==> src/rtl/qif_spike_rate_monitor.sv <==
// QIF spike-rate monitor: windowed spike count with burst flag,
// plus inter-spike interval measurement on the neuron spike train.
module qif_spike_rate_monitor #(
   parameter int WINDOW       = 256,
   parameter int CNT_W        = 8,
   parameter int ISI_W        = 16,
   parameter int BURST_THRESH = 8
) (
   input  logic             clk,
   input  logic             rst,
   input  logic             en,
   input  logic             spike_in,
   output logic [CNT_W-1:0] spike_count,
   output logic             count_valid,
   output logic             burst,
   output logic [ISI_W-1:0] isi,
   output logic             isi_valid
);

   localparam int WIN_W = (WINDOW > 1) ? $clog2(WINDOW) : 1;
   localparam logic [WIN_W-1:0] WIN_LAST = WIN_W'(WINDOW - 1);
   localparam logic [CNT_W-1:0] CNT_MAX  = '1;
   localparam logic [ISI_W-1:0] ISI_MAX  = '1;

   typedef enum logic {
      S_IDLE,
      S_TRACK
   } state_t;

   logic             r_spike_d;
   logic [CNT_W-1:0] r_acc;
   logic [WIN_W-1:0] r_win_cnt;
   logic [ISI_W-1:0] r_isi_timer;
   state_t           r_state;

   logic             w_event;
   logic             w_close;
   logic [CNT_W-1:0] w_acc_sum;
   logic             w_burst;
   logic [ISI_W-1:0] w_timer_inc;

   // a level held for many cycles yields one event on its rising edge
   assign w_event = spike_in & ~r_spike_d & en;

   // last enabled cycle of the observation window
   assign w_close = en & (r_win_cnt == WIN_LAST);

   // accumulator clamps at all-ones instead of wrapping
   assign w_acc_sum = (r_acc == CNT_MAX) ?
                      r_acc : r_acc + CNT_W'(w_event);

   // widen both sides so thresholds above the count range never fire
   assign w_burst = (32'(w_acc_sum) >= $unsigned(BURST_THRESH));

   // ISI timer clamps at all-ones so long gaps report full scale
   assign w_timer_inc = (r_isi_timer == ISI_MAX) ?
                        r_isi_timer : r_isi_timer + ISI_W'(1);

   // spike delay for edge detection, tracked even while disabled
   always_ff @(posedge clk) begin
      if (rst) begin
         r_spike_d <= 1'b0;
      end else begin
         r_spike_d <= spike_in;
      end
   end

   // window counter, spike accumulator and count/burst result
   always_ff @(posedge clk) begin
      if (rst) begin
         r_acc       <= '0;
         r_win_cnt   <= '0;
         spike_count <= '0;
         burst       <= 1'b0;
         count_valid <= 1'b0;
      end else begin
         count_valid <= 1'b0;
         if (en) begin
            if (w_close) begin
               spike_count <= w_acc_sum;
               burst       <= w_burst;
               count_valid <= 1'b1;
               r_acc       <= '0;
               r_win_cnt   <= '0;
            end else begin
               r_acc     <= w_acc_sum;
               r_win_cnt <= r_win_cnt + WIN_W'(1);
            end
         end
      end
   end

   // ISI tracker: first spike arms the timer, later spikes report it
   always_ff @(posedge clk) begin
      if (rst) begin
         r_state     <= S_IDLE;
         r_isi_timer <= '0;
         isi         <= '0;
         isi_valid   <= 1'b0;
      end else begin
         isi_valid <= 1'b0;
         if (en) begin
            unique case (r_state)
               S_IDLE: begin
                  if (w_event) begin
                     r_state     <= S_TRACK;
                     r_isi_timer <= ISI_W'(1);
                  end
               end
               S_TRACK: begin
                  if (w_event) begin
                     isi         <= r_isi_timer;
                     isi_valid   <= 1'b1;
                     r_isi_timer <= ISI_W'(1);
                  end else begin
                     r_isi_timer <= w_timer_inc;
                  end
               end
            endcase
         end
      end
   end

endmodule
==> config.mk <==
export PLATFORM = sky130hd
export DESIGN_NAME = qif_spike_rate_monitor
export DESIGN_NICKNAME = d
export VERILOG_FILES = /design/src/rtl/qif_spike_rate_monitor.sv
export SDC_FILE = /design/constraint.sdc
export NUM_CORES = 1
export LEC_CHECK = 0
export CAP_MARGIN = 40
export CORE_ASPECT_RATIO = 1.25
export CORE_MARGIN = 4
export CORE_UTILIZATION = 25
export CTS_CLUSTER_DIAMETER = 150
export DETAILED_ROUTE_END_ITERATION = 8
export SLEW_MARGIN = 20
export SYNTH_ARGS = -nofsm -noshare
export SYNTH_HDL_FRONTEND = slang
export SYNTH_SLANG_ARGS = --single-unit
==> constraint.sdc <==
create_clock -name clk -period 1.9 [get_ports clk]
set_input_delay 0.38 -clock clk [delete_from_list [all_inputs] [get_ports clk]]
set_output_delay 0.38 -clock clk [all_outputs]
set_load 0.03 [all_outputs]
==> impl_metrics.json <==
{
  "final_core_util_pct": 34.70,
  "worst_ep_required_time_ns": 1.52,
  "firstDrtPassIters": 4,
  "viasPerCell": 4.888,
  "die_h_um": 125.8,
  "dpl.hpwl_um": 5075,
  "insertion_delay_ns": 0.32,
  "synth.area.top_cells": "dfxtp_1 (44%), a21oi_1 (7.2%), nand2_1 (6.8%)",
  "ios": 31,
  "via_count": 2576,
  "powerDensity_nw_per_um2": 781.4,
  "cp_top_family": "buffers and inverters",
  "diodes": 0,
  "std_cell_rows": 42,
  "clock_skew_ns": 0.005267,
  "syn_area_um2": 2774,
  "ant_nets": 0,
  "critPathCaptureType": "output pin",
  "grt_setup_unrepaired": "no",
  "drive_above_1_share_pct": 15.44,
  "core_region_area_um2": 10720,
  "tns_ns": 0,
  "leakage_nw": 1.313,
  "syn_to_final_growth_pct": 34.10,
  "post_cts_buffers": 0,
  "worstSetupStartpointType": "flop",
  "crit_start": "spike_count[6]",
  "cts_root_buf": "clkbuf_16",
  "start_util_pct": 25.88,
  "synth_cell_type_count": 47,
  "worst_pin_slew_ns": 0.5188,
  "final-setup-viol-count": 0,
  "post-route-period-util_pct": 92.56,
  "cts_tree": "done",
  "track_usage_pct": 11.22,
  "relSlewSlack_pct": 65.29,
  "r2r-start": "r_isi_timer[1]",
  "fin_ws_ns": 0.1414,
  "drc_errors": 0,
  "max_cap_viol_count": 0,
  "clkSlewWorstSetupHoldPaths_ns": 0.05,
  "wl_per_cell_um": 13.09,
  "place_congestion": 0.8416,
  "synth_seq_cells": 61,
  "dp_slack_ns": -0.4264,
  "crit_fanout": 2,
  "critPathArrivalTime_ns": 1.38,
  "hp-class": "in -> reg",
  "cts_buffers": 9,
  "hold_viol": 0,
  "synth-seq-area-share_pct": 44.02,
  "path_class": "reg -> out",
  "crit_slowest_cell": "clkdlybuf4s50_1",
  "peakVddDrop_v": 0.0004111,
  "slowest_delay_ns": 0.69,
  "outcome": "complete, no violations",
  "synth_top_area_share_pct": 44.02,
  "yosysWarnings": 0,
  "path_cells": "clkdlybuf4s50_1",
  "cts_hold_buf": 0,
  "overflow": 0,
  "grt_max_degree": 25,
  "antenna_found_initial": 0,
  "period_minus_slack_ns": 1.759,
  "grt_pass1_wl_um": 11760,
  "htree_levels": 3,
  "nets": 398,
  "syn_area_per_cell_um2": 8.280,
  "nFillCells": 1125,
  "syn_nets": 343,
  "min-delay-start": "spike_in",
  "whs_ns": 0.3651,
  "fp.dieW_um": 102.2,
  "drtIter0Drc": 107,
  "max_freq_mhz": 568.6,
  "synth_top_area_cell": "dfxtp_1",
  "synthCells": 335,
  "wl_um": 6898,
  "maxSlewViolCount": 0,
  "die-area_um2": 12860,
  "port_buffers": 30,
  "critPathBufInv": 1,
  "cts.sinks": 61,
  "grt_pass1_vias": 2456,
  "cts_buffer_depth": 2
}
==> state kept, by name, indices dropped and copies added, names as in the netlist <==
name         count
isi_valid        1
burst            1
spike_count      8
count_valid      1
r_isi_timer     16
isi             16
r_acc            8
r_spike_d        1
r_state          1
r_win_cnt        8
==> power breakdown <==
| part | internal, mW | leakage, nW | switching [mW] |
|---|---|---|---|
| sequential | 1.29 | 0.492 | 0.0107 |
| combinational | 0.0507 | 0.683 | 0.0659 |
| clock | 0.945 | 0.138 | 0.544 |
| total | 2.29 | 1.31 | 0.620 |
==> final cells by class <==
class / count / area [µm²] / share of cell area [%]
clock inverters: 4 / 22.52 / 0.6054
flip-flops and latches: 61 / 1221 / 32.83
well taps: 132 / 165.2 / 4.440
inverters: 4 / 15.01 / 0.4036
repair buffers: 65 / 575.6 / 15.47
clock buffers: 12 / 256.5 / 6.895
multi-input cells: 249 / 1464 / 39.35
==> final timing paths <==
path                                  endpoint  slack (ns)  cells after the start
worst max-delay path            spike_count[6]        0.14                      1
worst min-delay path                 r_spike_d        0.37                      2
worst max register to register  r_isi_timer[1]        0.17                      5
worst min register to register          isi[8]        0.45                      2
==> synthesized netlist by cell type, drive strengths merged <==
library cell and count:
or2 1, xor2 4, and2 3, xnor2 3, or3 7, ha 4
o21ai 10, mux2i 3, o41ai 1, or4 5, or3b 1, a211oi 5
nand3 10, a21oi 40, nand4 15, nor2b 2, and3 2, a311oi 1
nor4 2, o2111ai 2, buf 9, dfxtp 61, mux2 1, nand3b 1
a21o 2, o2bb2ai 1, nor3 17, nand2b 7, nand2 50, a2111o 1
o211ai 4, o31ai 7, o311ai 1, inv 4, a31oi 5, o21bai 2
clkbuf 12, and4 6, nor2 23
==> cells by family after synthesis <==
| group | synth area share, % |
|---|---|
| AND/OR/NAND/NOR | 28.78 |
| AO/OA/AOI/OAI | 17.86 |
| flip-flops | 44.02 |
| buffers and inverters | 3.834 |
| XOR/XNOR | 2.210 |
| multiplexers | 1.489 |
| adder cells (fa/ha/maj) | 1.804 |
==> routing by layer <==
metal	GRT usage, %	vias to the layer above	share of wire, %
li1	-	1331	-
met1	14.09	1205	46
met2	18.25	33	49
met3	3.485	7	3.9
met4	3.475	0	1.1
met5	0	-	0
==> stage by stage <==
step	power [mW]	area (µm²)	cells
after floorplan	1.387	2775	335
after global placement	1.442	3418	511
after detailed placement	1.443	3418	511
after CTS	2.948	3710	527
after global routing	3.014	3720	527
final	2.907	3720	527
==> what timing repair did <==
item,4_1_cts,5_1_grt
pin swaps,1,2
endpoints found under the setup margin,7,10
endpoints found under the hold margin,0,0
resized for setup,2,3
==> cell usage in the layout (no fill, tap or decap), drive strengths merged, types with 5 or more instances in the layout <==
cell and count:
a31oi 5, nor2 23, dfxtp 61, nand4 15
nor3 17, nand3 10, a211oi 5, nand2 50
clkbuf 12, buf 36, a21oi 40, clkdlybuf4s50 27
and4 6, or4 5, or3 7, o31ai 7
nand2b 7, o21ai 10
No activity file was read; power rests on OpenSTA's default activity.
